**config.mk**
```make
export PLATFORM = sky130hd
export DESIGN_NAME = pattern_writer
export DESIGN_NICKNAME = d
export VERILOG_FILES = /design/src/rtl/lifegame_pkg.sv /design/src/rtl/pattern_rom.sv /design/src/rtl/pattern_writer.sv
export SDC_FILE = /design/constraint.sdc
export NUM_CORES = 1
export LEC_CHECK = 0
export CORE_MARGIN = 3
export CORE_UTILIZATION = 57
export DETAILED_ROUTE_END_ITERATION = 7
export PLACE_DENSITY_LB_ADDON = 0.05
export SYNTH_ARGS = -nofsm -noshare
export SYNTH_HDL_FRONTEND = slang
export SYNTH_SLANG_ARGS = --single-unit
```
**constraint.sdc**
```tcl
create_clock -name clk -period 2.65 [get_ports clk]
set_input_delay 0.265 -clock clk [delete_from_list [all_inputs] [get_ports clk]]
set_output_delay 0.265 -clock clk [all_outputs]
set_load 0.01 [all_outputs]
```
**src/rtl/lifegame_pkg.sv**
```systemverilog
// Shared constants and types for the Life grid pattern loader.
// The grid is 2^GRID_BITS square; pattern offsets are relative to an origin cell.
package lifegame_pkg;

  localparam int GRID_BITS      = 6;
  localparam int DEFAULT_ORIGIN = 30;
  localparam int ROM_IDX_W      = 3;

  typedef enum logic [1:0] {
    IDLE  = 2'd0,
    CLEAR = 2'd1,
    LOAD  = 2'd2,
    RUN   = 2'd3
  } state_e;

  typedef enum logic [1:0] {
    PAT_GLIDER  = 2'd0,
    PAT_BLINKER = 2'd1,
    PAT_BLOCK   = 2'd2,
    PAT_RPENT   = 2'd3
  } pattern_e;

  typedef struct packed {
    logic [1:0] dr;
    logic [1:0] dc;
    logic       last;
  } rom_entry_t;

endpackage

```
**src/rtl/pattern_rom.sv**
```systemverilog
// Combinational (dr,dc) offset table for the seed patterns; last marks the final cell.
module pattern_rom
  import lifegame_pkg::*;
(
  input  pattern_e             pattern,
  input  logic [ROM_IDX_W-1:0] index,
  output logic [1:0]           dr,
  output logic [1:0]           dc,
  output logic                 last
);

  rom_entry_t ent;

  always_comb begin
    ent = '{dr: 2'd0, dc: 2'd0, last: 1'b1};
    case (pattern)
      PAT_GLIDER: begin
        case (index)
          3'd0:    ent = '{2'd0, 2'd1, 1'b0};
          3'd1:    ent = '{2'd1, 2'd2, 1'b0};
          3'd2:    ent = '{2'd2, 2'd0, 1'b0};
          3'd3:    ent = '{2'd2, 2'd1, 1'b0};
          3'd4:    ent = '{2'd2, 2'd2, 1'b1};
          default: ;
        endcase
      end
      PAT_BLINKER: begin
        case (index)
          3'd0:    ent = '{2'd1, 2'd0, 1'b0};
          3'd1:    ent = '{2'd1, 2'd1, 1'b0};
          3'd2:    ent = '{2'd1, 2'd2, 1'b1};
          default: ;
        endcase
      end
      PAT_BLOCK: begin
        case (index)
          3'd0:    ent = '{2'd0, 2'd0, 1'b0};
          3'd1:    ent = '{2'd0, 2'd1, 1'b0};
          3'd2:    ent = '{2'd1, 2'd0, 1'b0};
          3'd3:    ent = '{2'd1, 2'd1, 1'b1};
          default: ;
        endcase
      end
      PAT_RPENT: begin
        case (index)
          3'd0:    ent = '{2'd0, 2'd1, 1'b0};
          3'd1:    ent = '{2'd0, 2'd2, 1'b0};
          3'd2:    ent = '{2'd1, 2'd0, 1'b0};
          3'd3:    ent = '{2'd1, 2'd1, 1'b0};
          3'd4:    ent = '{2'd2, 2'd1, 1'b1};
          default: ;
        endcase
      end
      default: ;
    endcase
  end

  assign dr   = ent.dr;
  assign dc   = ent.dc;
  assign last = ent.last;

endmodule

```
**src/rtl/pattern_writer.sv**
```systemverilog
// Clears the Life grid, seeds it with a selected pattern, then paces generation steps.
// All outputs are registered; the write address registers double as the clear sweep counter.
module pattern_writer #(
  parameter int GRID_BITS  = lifegame_pkg::GRID_BITS,
  parameter int GEN_PERIOD = 25000000,
  parameter int ORIGIN_R   = lifegame_pkg::DEFAULT_ORIGIN,
  parameter int ORIGIN_C   = lifegame_pkg::DEFAULT_ORIGIN
) (
  input  logic                 clk,
  input  logic                 rst,
  input  logic                 start,
  input  logic [1:0]           pattern_sel,
  input  logic                 run_en,
  output logic                 write_en,
  output logic [GRID_BITS-1:0] wAddrR,
  output logic [GRID_BITS-1:0] wAddrC,
  output logic                 write_data,
  output logic                 change_state,
  output logic                 busy,
  output logic                 done
);
  import lifegame_pkg::*;

  localparam int AW = 2 * GRID_BITS;
  localparam int TW = (GEN_PERIOD > 1) ? $clog2(GEN_PERIOD) : 1;
  localparam logic [TW-1:0] TICK_MAX = TW'(GEN_PERIOD - 1);

  state_e                 state_q, state_d;
  pattern_e               pat_q, pat_d;
  logic [ROM_IDX_W-1:0]   idx_q, idx_d;
  logic                   last_q, last_d;
  logic [TW-1:0]          tick_q, tick_d;
  logic                   we_q, we_d;
  logic [GRID_BITS-1:0]   ar_q, ar_d;
  logic [GRID_BITS-1:0]   ac_q, ac_d;
  logic                   wd_q, wd_d;
  logic                   cs_q, cs_d;
  logic                   busy_q, busy_d;
  logic                   done_q, done_d;

  logic [ROM_IDX_W-1:0]   rom_idx;
  logic [1:0]             rom_dr, rom_dc;
  logic                   rom_last;
  logic [GRID_BITS-1:0]   pat_r, pat_c;
  logic [AW-1:0]          clear_nxt;
  logic                   clear_last;

  // Index 0 is fetched during the final clear write so LOAD starts without a bubble.
  assign rom_idx = (state_q == LOAD) ? idx_q : '0;

  pattern_rom u_rom (
    .pattern (pat_q),
    .index   (rom_idx),
    .dr      (rom_dr),
    .dc      (rom_dc),
    .last    (rom_last)
  );

  always_comb begin
    pat_r      = GRID_BITS'(ORIGIN_R) + GRID_BITS'(rom_dr);
    pat_c      = GRID_BITS'(ORIGIN_C) + GRID_BITS'(rom_dc);
    clear_nxt  = {ar_q, ac_q} + AW'(1);
    clear_last = &{ar_q, ac_q};
  end

  always_comb begin
    state_d = state_q;
    pat_d   = pat_q;
    idx_d   = idx_q;
    last_d  = last_q;
    tick_d  = tick_q;
    we_d    = 1'b0;
    ar_d    = '0;
    ac_d    = '0;
    wd_d    = 1'b0;
    cs_d    = 1'b0;
    busy_d  = 1'b0;
    done_d  = 1'b0;

    case (state_q)
      IDLE: begin
        if (start) begin
          state_d = CLEAR;
          pat_d   = pattern_e'(pattern_sel);
          we_d    = 1'b1;
          busy_d  = 1'b1;
        end
      end
      CLEAR: begin
        we_d   = 1'b1;
        busy_d = 1'b1;
        if (clear_last) begin
          state_d = LOAD;
          wd_d    = 1'b1;
          ar_d    = pat_r;
          ac_d    = pat_c;
          last_d  = rom_last;
          idx_d   = ROM_IDX_W'(1);
        end else begin
          {ar_d, ac_d} = clear_nxt;
        end
      end
      LOAD: begin
        if (last_q) begin
          state_d = RUN;
          done_d  = 1'b1;
          tick_d  = '0;
          idx_d   = '0;
          last_d  = 1'b0;
        end else begin
          we_d   = 1'b1;
          busy_d = 1'b1;
          wd_d   = 1'b1;
          ar_d   = pat_r;
          ac_d   = pat_c;
          last_d = rom_last;
          idx_d  = idx_q + ROM_IDX_W'(1);
        end
      end
      RUN: begin
        // A restart wins over a step that would otherwise fire this cycle.
        if (start) begin
          state_d = CLEAR;
          pat_d   = pattern_e'(pattern_sel);
          tick_d  = '0;
          we_d    = 1'b1;
          busy_d  = 1'b1;
        end else if (run_en) begin
          if (tick_q == TICK_MAX) begin
            tick_d = '0;
            cs_d   = 1'b1;
          end else begin
            tick_d = tick_q + TW'(1);
          end
        end
      end
      default: state_d = IDLE;
    endcase
  end

  always_ff @(posedge clk) begin
    if (rst) begin
      state_q <= IDLE;
      pat_q   <= PAT_GLIDER;
      idx_q   <= '0;
      last_q  <= 1'b0;
      tick_q  <= '0;
      we_q    <= 1'b0;
      ar_q    <= '0;
      ac_q    <= '0;
      wd_q    <= 1'b0;
      cs_q    <= 1'b0;
      busy_q  <= 1'b0;
      done_q  <= 1'b0;
    end else begin
      state_q <= state_d;
      pat_q   <= pat_d;
      idx_q   <= idx_d;
      last_q  <= last_d;
      tick_q  <= tick_d;
      we_q    <= we_d;
      ar_q    <= ar_d;
      ac_q    <= ac_d;
      wd_q    <= wd_d;
      cs_q    <= cs_d;
      busy_q  <= busy_d;
      done_q  <= done_d;
    end
  end

  assign write_en     = we_q;
  assign wAddrR       = ar_q;
  assign wAddrC       = ac_q;
  assign write_data   = wd_q;
  assign change_state = cs_q;
  assign busy         = busy_q;
  assign done         = done_q;

endmodule

```
# --- Yosys cells after proc, flatten, opt, wreduce, memory -nomap -nowiden ---
# Index checks and enable logic that the tools add are counted.
classes:
  n_addsub: 5
  bitwise_logic: 3
  eq_ne: 15
  reduce_logical: 13
  n_mux: 34
op_table:
  columns: ["op", "count"]
  rows:
  - ["$mux 25", 4]
  - ["$pmux 25 s2", 1]
  - ["$pmux 5 s5", 2]
  - ["$add 25x1->25 const B", 1]
  - ["$eq 25x25->1 const B", 1]
  - ["$mux 6", 4]
  - ["$pmux 6 s2", 2]
  - ["$pmux 5 s4", 1]
  - ["$pmux 4 s4", 1]
  - ["$add 12x1->12 const B", 1]
  - ["$add 5x2->6 const A", 2]
  - ["$pmux 4 s3", 1]
  - ["$reduce_and 12->1", 1]
  - ["$mux 3", 3]
  - ["$eq 2x2->1 const B", 4]
  - ["$mux 1", 7]
  - ["$eq 3x2->1 const B", 2]
  - ["$mux 2", 3]
  - ["$pmux 2 s3", 1]
  - ["$pmux 3 s2", 1]
  - ["$reduce_and 3->1", 2]
  - ["$eq 2x1->1 const B", 2]
  - ["$logic_not 2->1", 2]
  - ["$ne 2x2->1 const B", 2]
  - ["other kinds (13)", 19]
word_totals:
  word_cells: 81
  register_bits: 49
  out_inout_bits: 17
  input_bits: 6

# --- Longest topological paths before layout ---
# Gate-level depths: netlist (run 1).
depth:
  word_depth: 8
  depth_mapped: 8
  ltp_nobuf: 7

# --- By module ---
# From an unflattened synthesis (run 1), not the netlist that was laid out.
unflattened:
  hier_cells: 355
  hier_area_um2: 2837.7
modules_own_cells:
  columns: ["module", "seq_area_each_um2", "area_per_inst_um2", "n_inst", "cells_each"]
  rows:
  - ["pattern_writer", 980.9, 2645.0, 1, 327]
  - ["pattern_rom", 0.0, 192.7, 1, 28]

# --- Least setup slack after synthesis (run 1) ---
# Ideal clock, no wire load.
synth_path:
  path_type: "register -> register"
  from: "register ac_q[0] (netlist: wAddrC[0])"
  to: "register idx_q[2]"
  t_required_ns: 2.580
  stages_incl_launch_ff: 7
  setup_time_ns: 0.070
  arrival_ns: 1.832
  path_slack_ns: 0.747
  period_less_slack_ns: 1.903
  n_path_buf: 0
  cell_sequence: "dfxtp_1 -> ha_1 -> and2_1 -> and4_4 -> mux2i_4 -> or4b_1 -> a21oi_1"
synth_between:
  elab_chain_len: 3
synth_rtl:
  columns: ["element", "line", "rtl"]
  rows:
  - ["from (decl)", "pattern_writer.sv:35", "logic [GRID_BITS-1:0] ac_q, ac_d;"]
  - ["from (signal assigned)", "pattern_writer.sv:150", "ac_q <= '0;"]
  - ["from (signal assigned)", "pattern_writer.sv:163", "ac_q <= ac_d;"]
  - ["$reduce_and 12->1", "pattern_writer.sv:63", "clear_last = &{ar_q, ac_q};"]
  - ["$ne 2x2->1 (no line)", null, null]
  - ["$reduce_and 2->1 (no line)", null, null]
  - ["to (signal assigned)", "pattern_writer.sv:158", "idx_q <= idx_d;"]
  - ["to (decl)", "pattern_writer.sv:30", "logic [ROM_IDX_W-1:0] idx_q, idx_d;"]
# No other way between the ends.
# A chain may end at the register's enable or synchronous reset.

# --- Worst setup path after layout (run 1) ---
layout_path:
  from: "register tick_q[3]"
  to: "register tick_q[0]"
layout_between:
  elab_chain_len: 5
layout_rtl:
  columns: ["element", "line", "rtl"]
  rows:
  - ["from (decl)", "pattern_writer.sv:32", "logic [TW-1:0] tick_q, tick_d;"]
  - ["from (signal assigned)", "pattern_writer.sv:160", "tick_q <= tick_d;"]
  - ["$eq 25x25->1", "pattern_writer.sv:129", "if (tick_q == TICK_MAX) begin"]
  - ["$mux 25", "pattern_writer.sv:129", null]
  - ["$mux 25", "pattern_writer.sv:128", "end else if (run_en) begin"]
  - ["$mux 25", "pattern_writer.sv:122", "if (start) begin"]
  - ["$pmux 25 s2", "pattern_writer.sv:80", "case (state_q)"]
# No other way between the ends. The select of a mux whose other input is x is not followed.

==> run summary, run 1 <==
Status: finished, final reports clean
Ranking of synthesized cells by area: dfxtp_1 37%, xor2_1 6.2%, nor2_1 5.0%, nand2_1 4.8%, nand3_1 4.7%
GR Util All Layers: 22.4%
Vias in the first global route: 2,133
Top fanout value on the critical path: 22
# setup viols final: 0
Via count: 2,397
Drt total wl: 5.86 mm
Router iterations before antenna repair: 4
Initial Util: 60.4%
Critical Path Source: tick_q[3]$_SDFFE_PP0P_
Tmin final: 2350 ps
Core Footprint: 0.00444 mm²
HPWL after DPL: 4.14 mm
Final Cycle Share: 88.8%
PostCTS Resize Cnt: 0
Fraction of layout cells with a size suffix above 1: 7.83%
Finished Cell Area: 0.00306 mm²
First-pass GRT wire length: 9.90 mm
PD cells: 657 mW/mm²
Worst-margin pin slew: 874 ps
H-tree Lvls: 2
Worst setup endpoint: tick_q[0]$_SDFFE_PP0P_
Synth top area share: 36.5%
Max VDD drop: 0.000419 V
Total CTS buffers: 5
Setup WS pre-CTS: 217 ps
Die Wd: 74.6 µm
Number of synthesized flops with an enable pin: 0
DP Area: 0.00292 mm²
Gate Count Post-Synth: 328
DR DRC count: 0
Hold_buf cts: 0
Rows: 24
Hold Path Class: reg -> reg
Nets: 356
Top post-synthesis cells by count: 49 x dfxtp_1, 36 x nor2_1, 34 x nand2_1, 25 x nand3_1, 24 x a21oi_1
Height of the chip: 74.6 µm
Post-route ant nets: 0
Critical Path End Type: flip-flop
Max-cap violations: 0
Fin util: 68.8%
Port Buffers: 22
Area leader, netlist: dfxtp_1
CTS tree: done
Post-Synth Simple-Gate Area: 31.0%
WP data arrival: 2510 ps
GP Congestion: 0.834
Postcts setup bufs: 0
Diodes inserted: 0
Synth Area in Compound Gates: 14.6%
Max Slew Vio Count: 0
Worst R2R Start: tick_q[3]$_SDFFE_PP0P_
Post-route total power: 2.01 mW
Critical path type: reg -> reg
P_leak: 1.08 nW
Startpoint types: flip-flop
Combinational family with the most area after synthesis: simple AND/OR/NAND/NOR gates
Final hold slack: 529 ps
Post-Syn Area: 0.00269 mm²
RSZ-0062 raised after global routing: false
Synth Register Bits: 49
Seq/Total Area, Yosys: 36.5%
CTS sink cnt: 49
Warnings, synthesis: 0
Reg2Reg Depth: 5
Setup Skew: 5.46 ps
Adder-Cell Fraction of Synth Area: 2.80%
IO Pins: 23
R2R setup slack: 300 ps
Synth cell types: 51
Reg2Reg Capture Point: tick_q[0]$_SDFFE_PP0P_
Worst path required time: 2810 ps
Synth Area in XOR/XNOR: 9.13%
# fillers: 379
Clk_lat worst skew: 300 ps
Post-route setup slack: 297 ps
Die area: 0.00557 mm²
Placed insts: 389
Synth Net Count: 340
Synthesis-to-finish area growth: 13.8%
Global route overflow: 0
WL/cell: 14.8 µm
Most frequent cell after synthesis: dfxtp_1
DR iter-0 viols: 110
CTS max path bufs: 2
Vias/cell: 6.04
Syn_area_per_cell: 8.19 µm²
Achievable Freq: 425 MHz
Largest net degree at the start of global routing: 23
Share of flip-flops with an asynchronous set or reset: 0%
Setup Total Neg Slack: 0 ps
Main synth FF type: dfxtp_1
Clock Tree Root: clkbuf_8
Final hold vios: 0
Slew HR: 41.7%
Proportion of synthesized area in mux cells: 1.58%
Reg clk slew, reported paths: 90 ps
Fin cells: 397
Initial antenna violation count: 0
## area by class of cell
cell class	instances	area, µm²	area share, %
clock inverter	3	65.1	2.13
tap	52	65.1	2.13
clock buffer	5	68.8	2.25
sequential	49	981	32.1
timing repair buffer	27	258	8.43
multi-input combinational	253	1590	52.0
inverter	8	30.0	0.982
## flip-flops by register name (all words and copies together) (netlist names)
register,cells
wAddrR,6
pat_q,2
write_data,1
change_state,1
wAddrC,6
busy,1
idx_q,3
state_q,2
last_q,1
done,1
tick_q,25
## worst min-delay path by stage
stage,end,start,depth (start not counted)
finish,state_q[0]$_SDFFE_PP0P_,state_q[0]$_SDFFE_PP0P_,2
detailed placement,tick_q[24]$_SDFFE_PP0P_,tick_q[24]$_SDFFE_PP0P_,2
global route,pat_q[0]$_SDFFE_PP0P_,pattern_sel[0],3
global placement,tick_q[24]$_SDFFE_PP0P_,tick_q[24]$_SDFFE_PP0P_,2
floorplan,pat_q[0]$_SDFFE_PP0P_,pattern_sel[0],2
CTS,pat_q[0]$_SDFFE_PP0P_,pattern_sel[0],3
## layout by cell type (no fill, tap or decap), types with 4 or more instances in the layout
| master | netlist | layout |
|---|---|---|
| nand3_1 | 25 | 25 |
| dfxtp_1 | 49 | 49 |
| and4_1 | 4 | 4 |
| o21ai_0 | 13 | 13 |
| inv_1 | 8 | 8 |
| ha_1 | 6 | 6 |
| a21oi_1 | 24 | 24 |
| clkbuf_8 | 0 | 5 |
| nand2_1 | 34 | 34 |
| and3_1 | 8 | 8 |
| nand4_1 | 11 | 11 |
| a31oi_1 | 8 | 8 |
| xnor2_1 | 9 | 9 |
| xor2_1 | 19 | 19 |
| a211oi_1 | 4 | 4 |
| clkdlybuf4s50_1 | 0 | 22 |
| nand3b_1 | 5 | 5 |
| nand2b_1 | 4 | 4 |
| nor3_1 | 5 | 5 |
| nor2_1 | 36 | 36 |
| buf_4 | 1 | 5 |
## critical path, cell delays in order, from the launching register on
cell,delay (ps)
dfxtp_1,430
nand4_2,200
nor4_2,450
a21oi_1,260
o31ai_4,750
nor2_1,120
## logic make-up (layout without fill, tap and decap cells)
kind of cell | count (synthesis) | after routing
flops | 49 | 49
buf+inv | 26 | 43
compound gates | 62 | 62
mux | 3 | 3
simple gates | 154 | 154
xor+xnor | 28 | 28
fa+ha+maj | 6 | 6
## report_power, final
part           switching [mW]  total, mW  internal (mW)
registers              0.0793      0.870          0.791
clock network           0.251      0.626          0.375
logic                   0.294      0.514          0.219
total                   0.625       2.01           1.38
## per-layer routing
layer	track usage (%)	vias to the layer above	wire, µm
li1	-	1208	-
met1	27.9	1138	2710
met2	38.8	41	2900
met3	4.01	10	156
met4	8.30	0	93
met5	0	-	0
Note: power is estimated with default switching activity, not from simulation.
==> inputs of run 2 (changes only) <==
- CORE_UTILIZATION: 57 -> 52
- PLACE_DENSITY: default -> 0.83
- PLACE_DENSITY_LB_ADDON: 0.05 -> default
- clock period: 2.65 -> 2.14 ns (I/O delays scaled with it)
==> run 2 against run 1 <==
Against the previous run:
- wire length increased by 6.9%
- register-to-register slack got worse by 160 ps
- hold slack got worse by 64 ps
- critical path type unchanged
- critical endpoint is now wAddrC[0]$_SDFF_PP0_
- highest routed layer unchanged
==> run summary, run 2 (synthesis results as in run 1) <==
Status: finished, final reports clean
Vias/cell: 5.90
Diodes inserted: 0
CP max stage cell: a2111oi_0
Rows: 25
Setup Total Neg Slack: 0 ps
Largest net degree at the start of global routing: 23
CTS sink cnt: 49
Slew HR: 65.8%
Max incr delay on CP: 410 ps
Worst path required time: 2310 ps
M1 GR Usage: 24.2%
H-tree Lvls: 2
Startpoint types: flip-flop
Hold_buf cts: 0
Biggest register: tick_q
Max Slew Vio Count: 0
Port Buffers: 22
Number of flip-flops under the largest register name: 25
Post-route ant nets: 0
Placed insts: 420
GR Util All Layers: 21.3%
Met3 Use GR: 4.06%
Router iterations before antenna repair: 5
Nets: 372
DR DRC count: 0
Initial Util: 55.4%
Max-cap violations: 0
Global route overflow: 0
First-pass GRT wire length: 10.6 mm
Die Wd: 77.9 µm
Hold Path Class: in -> reg
Clk_lat worst skew: 300 ps
Final hold slack: 464 ps
PostCTS Resize Cnt: 0
Met2 usage: 39.3%
WL/cell: 14.6 µm
Worst-margin pin slew: 508 ps
Gr busiest metal: met2
Synthesis-to-finish area growth: 18.8%
RSZ-0062 raised after global routing: false
CP top delay family: compound AO/OA/AOI/OAI gates
Vias in the first global route: 2,412
CP Buf/Inv Count: 2
CTS max path bufs: 2
Setup Skew: 11.3 ps
Reg clk slew, reported paths: 100 ps
Fraction of layout cells with a size suffix above 1: 11.9%
# setup viols final: 0
P_leak: 1.15 nW
Achievable Freq: 500 MHz
Die area: 0.00606 mm²
Initial antenna violation count: 0
Crit-path cells: inv_1 -> ha_1 -> buf_4 -> and3_1 -> o21ai_0 -> a21oi_1 -> a2111oi_0 -> o32ai_1
Top fanout value on the critical path: 12
HPWL after DPL: 4.56 mm
Final hold vios: 0
Postcts setup bufs: 0
Fin cells: 428
PD cells: 774 mW/mm²
Core Footprint: 0.00485 mm²
DR iter-0 viols: 203
Commonest cells after routing, fill and taps aside: 49 x dfxtp_1, 36 x nor2_1, 34 x nand2_1
CTS tree: done
Max VDD drop: 0.000426 V
Clock Tree Root: clkbuf_8
Critical path type: reg -> reg
Final Cycle Share: 93.5%
Critical Path End Type: flip-flop
Drt total wl: 6.26 mm
Total CTS buffers: 5
GP Congestion: 0.888
Tmin final: 2000 ps
WP data arrival: 2170 ps
Most common cell after layout, fill and taps aside: dfxtp_1
Via count: 2,525
IO Pins: 23
Height of the chip: 77.9 µm
-- run 2: cell types whose count changed in the layout (fill, tap and decap cells not counted) --
cell	before	now
clkinvlp_4	0	1
buf_12	0	1
bufinv_16	2	1
clkinv_4	0	1
buf_4	5	20
clkinv_2	1	0
-- run 2: area by class of cell --
| type | count | area (µm²) |
|---|---|---|
| Multi-Input combinational cell | 253 | 1590 |
| Tap cell | 67 | 83.8 |
| Inverter | 8 | 30.0 |
| Clock buffer | 5 | 68.8 |
| Fill cell | 411 | 1660 |
| Clock inverter | 3 | 46.3 |
| Timing Repair Buffer | 43 | 390 |
| Sequential cell | 49 | 981 |
-- run 2: metal layers --
layer,up-vias,routed length [µm]
met5,-,0
met1,1175,2670
li1,1241,-
met3,14,299
met2,95,3180
met4,0,105
-- run 2: worst paths after layout --
| kind | cells past startpoint | slack (ps) | end | startpoint |
|---|---|---|---|---|
| max | 8 | 140 | wAddrC[0]$_SDFF_PP0_ | state_q[0]$_SDFFE_PP0P_ |
| min | 3 | 460 | pat_q[1]$_SDFFE_PP0P_ | pattern_sel[1] |
| max reg2reg | 8 | 140 | wAddrC[0]$_SDFF_PP0_ | state_q[0]$_SDFFE_PP0P_ |
| min reg2reg | 2 | 520 | tick_q[1]$_SDFFE_PP0P_ | tick_q[1]$_SDFFE_PP0P_ |
-- run 2: worst min-delay path, cell delays in order --
cell and delay [ps]:
clkdlybuf4s50_1 400, nand3_1 60, a21oi_1 50
-- run 2: through the flow --
step	area, µm²	util, %	power [mW]	worst slack, ps
after global routing	3190	65.8	2.62	21.1
after CTS	3190	65.8	2.48	136
final	3190	65.8	2.47	139
after floorplan	2690	-	1.53	237
after global placement	3070	63.4	1.79	195
after detailed placement	3070	63.4	1.82	137
-- run 2: power breakdown --
| part | switching [mW] | internal, mW |
|---|---|---|
| clock network | 0.317 | 0.350 |
| registers | 0.0804 | 0.979 |
| logic | 0.413 | 0.330 |
| total | 0.811 | 1.66 |
==> inputs of run 3 (changes only) <==
- CAP_MARGIN: default -> 20
- PLACE_DENSITY: 0.83 -> 0.78
- SKIP_LAST_GASP: default -> 1
==> run 3 against run 2 <==
Against the previous run:
- cell area rose by 1.1%
- die area did not move
- global-route usage fell by 0.94 points
- wire length fell by 4.8%
- critical path type unchanged
- first-iteration DRC count fell by 37%
- maximum frequency rose by 4.8%
- non-clock buffer count rose by 4
- core utilization rose by 0.75 points
==> run summary, run 3 (synthesis results as in run 1) <==
Status: finished, final reports clean
Largest net degree at the start of global routing: 19
Height of the chip: 77.9 µm
Post-route ant nets: 0
Critical Path Source: tick_q[2]$_SDFFE_PP0P_
Rows: 25
CTS sink cnt: 49
# setup viols final: 0
Vias/cell: 5.80
Critical path type: reg -> reg
# fillers: 416
Final hold slack: 469 ps
Diodes inserted: 0
Max Slew Vio Count: 0
DR iter-0 viols: 127
Number of flip-flops under the largest register name: 25
Port Buffers: 22
Setup Total Neg Slack: 0 ps
WL/cell: 13.8 µm
Die Wd: 77.9 µm
DR DRC count: 0
Via count: 2,504
H-tree Lvls: 2
Synthesis-to-finish area growth: 20.1%
Worst R2R Start: tick_q[2]$_SDFFE_PP0P_
Initial Util: 55.4%
Tmin final: 1910 ps
Hold path cells: 3
CTS max path bufs: 2
Clk_lat worst skew: 300 ps
Hold Crit Start: pattern_sel[0]
Commonest cells after routing, fill and taps aside: 49 x dfxtp_1, 36 x nor2_1, 34 x nand2_1
Combinational power share: 28.3%
R2R setup slack: 230 ps
Vias in the first global route: 2,263
Reg power frac: 41.2%
Total CTS buffers: 5
Psw: 788 µW
Switch share: 30.8%
Top fanout value on the critical path: 12
Fin util: 66.5%
Achievable Freq: 524 MHz
Max VDD drop: 0.000429 V
GR Util All Layers: 20.3%
Cell-internal power: 1.77 mW
Drt total wl: 5.96 mm
Postcts setup bufs: 0
PostCTS Resize Cnt: 0
PD cells: 792 mW/mm²
Setup Skew: 13.5 ps
Clock Tree Root: clkbuf_8
Nets: 376
Reg clk slew, reported paths: 90 ps
Global route overflow: 0
Final hold vios: 0
Reg2Reg Depth: 6
Initial antenna violation count: 0
HPWL after DPL: 4.33 mm
Post-route total power: 2.56 mW
Router iterations before antenna repair: 4
Hold_buf cts: 0
Hold Path Class: in -> reg
GP Congestion: 0.913
Worst path required time: 2330 ps
Worst setup endpoint: tick_q[2]$_SDFFE_PP0P_
Worst-margin pin slew: 483 ps
Core Footprint: 0.00485 mm²
Reg2Reg Capture Point: tick_q[2]$_SDFFE_PP0P_
Fraction of layout cells with a size suffix above 1: 12.9%
Die area: 0.00606 mm²
First-pass GRT wire length: 10.1 mm
Startpoint types: flip-flop
Final Cycle Share: 89.2%
Clock power frac: 30.5%
Max-cap violations: 0
Most common cell after layout, fill and taps aside: dfxtp_1
P_leak: 1.18 nW
CTS tree: done
Slew HR: 67.5%
Biggest register: tick_q
WP data arrival: 2100 ps
RSZ-0062 raised after global routing: false
Critical Path End Type: flip-flop
IO Pins: 23
## run 3: cell types whose count changed in the layout (fill, tap and decap cells not counted)
cell / change
clkinv_4: -1
clkinv_2: +1
clkinvlp_4: -1
buf_12: -1
buf_4: +5
bufinv_16: +1
## run 3: power groups by stage
stage / Sequential [mW] / Clock (mW) / Combinational [mW]
5_1_grt: 1.06 / 0.841 / 0.804
3_5_place_dp: 1.07 / 0 / 0.719
2_1_floorplan: 1.07 / 0 / 0.455
3_3_place_gp: 1.07 / 0 / 0.713
4_1_cts: 1.05 / 0.806 / 0.723
6_report: 1.05 / 0.780 / 0.723
## run 3: critical path, cell delays in order, from the launching register on
cell and delay (ps):
dfxtp_1 430, nand4_2 190, nor4_2 440, a21oi_1 240, o31ai_4 230, buf_4 210, nor2_1 70
## run 3: metrics by stage
step,cells,worst slack (ps),cell area (µm²)
4_1_cts,432,229,3230
3_5_place_dp,424,221,3090
5_1_grt,432,65.8,3230
3_3_place_gp,424,262,3090
2_1_floorplan,328,237,2690
6_report,432,231,3230
## run 3: worst min-delay path by stage
stage	slack [ps]	endpoint
finish	470	pat_q[0]$_SDFFE_PP0P_
floorplan	360	pat_q[0]$_SDFFE_PP0P_
detailed placement	500	tick_q[1]$_SDFFE_PP0P_
global placement	490	tick_q[1]$_SDFFE_PP0P_
global route	480	pat_q[0]$_SDFFE_PP0P_
CTS	460	pat_q[0]$_SDFFE_PP0P_
## run 3: area by class of cell
class / count / area (µm²) / area share [%]
clock buffers: 5 / 68.8 / 2.13
clock inverters: 3 / 65.1 / 2.02
inverters: 8 / 30.0 / 0.931
multi-input cells: 253 / 1590 / 49.3
flip-flops and latches: 49 / 981 / 30.4
well taps: 67 / 83.8 / 2.60
repair buffers: 47 / 408 / 12.6
## run 3: routing by layer
layer / GRT usage, % / routed length [µm]
met1: 24.7 / 2610
met2: 34.6 / 2990
met3: 3.71 / 273
met4: 9.43 / 85
met5: 0 / 0
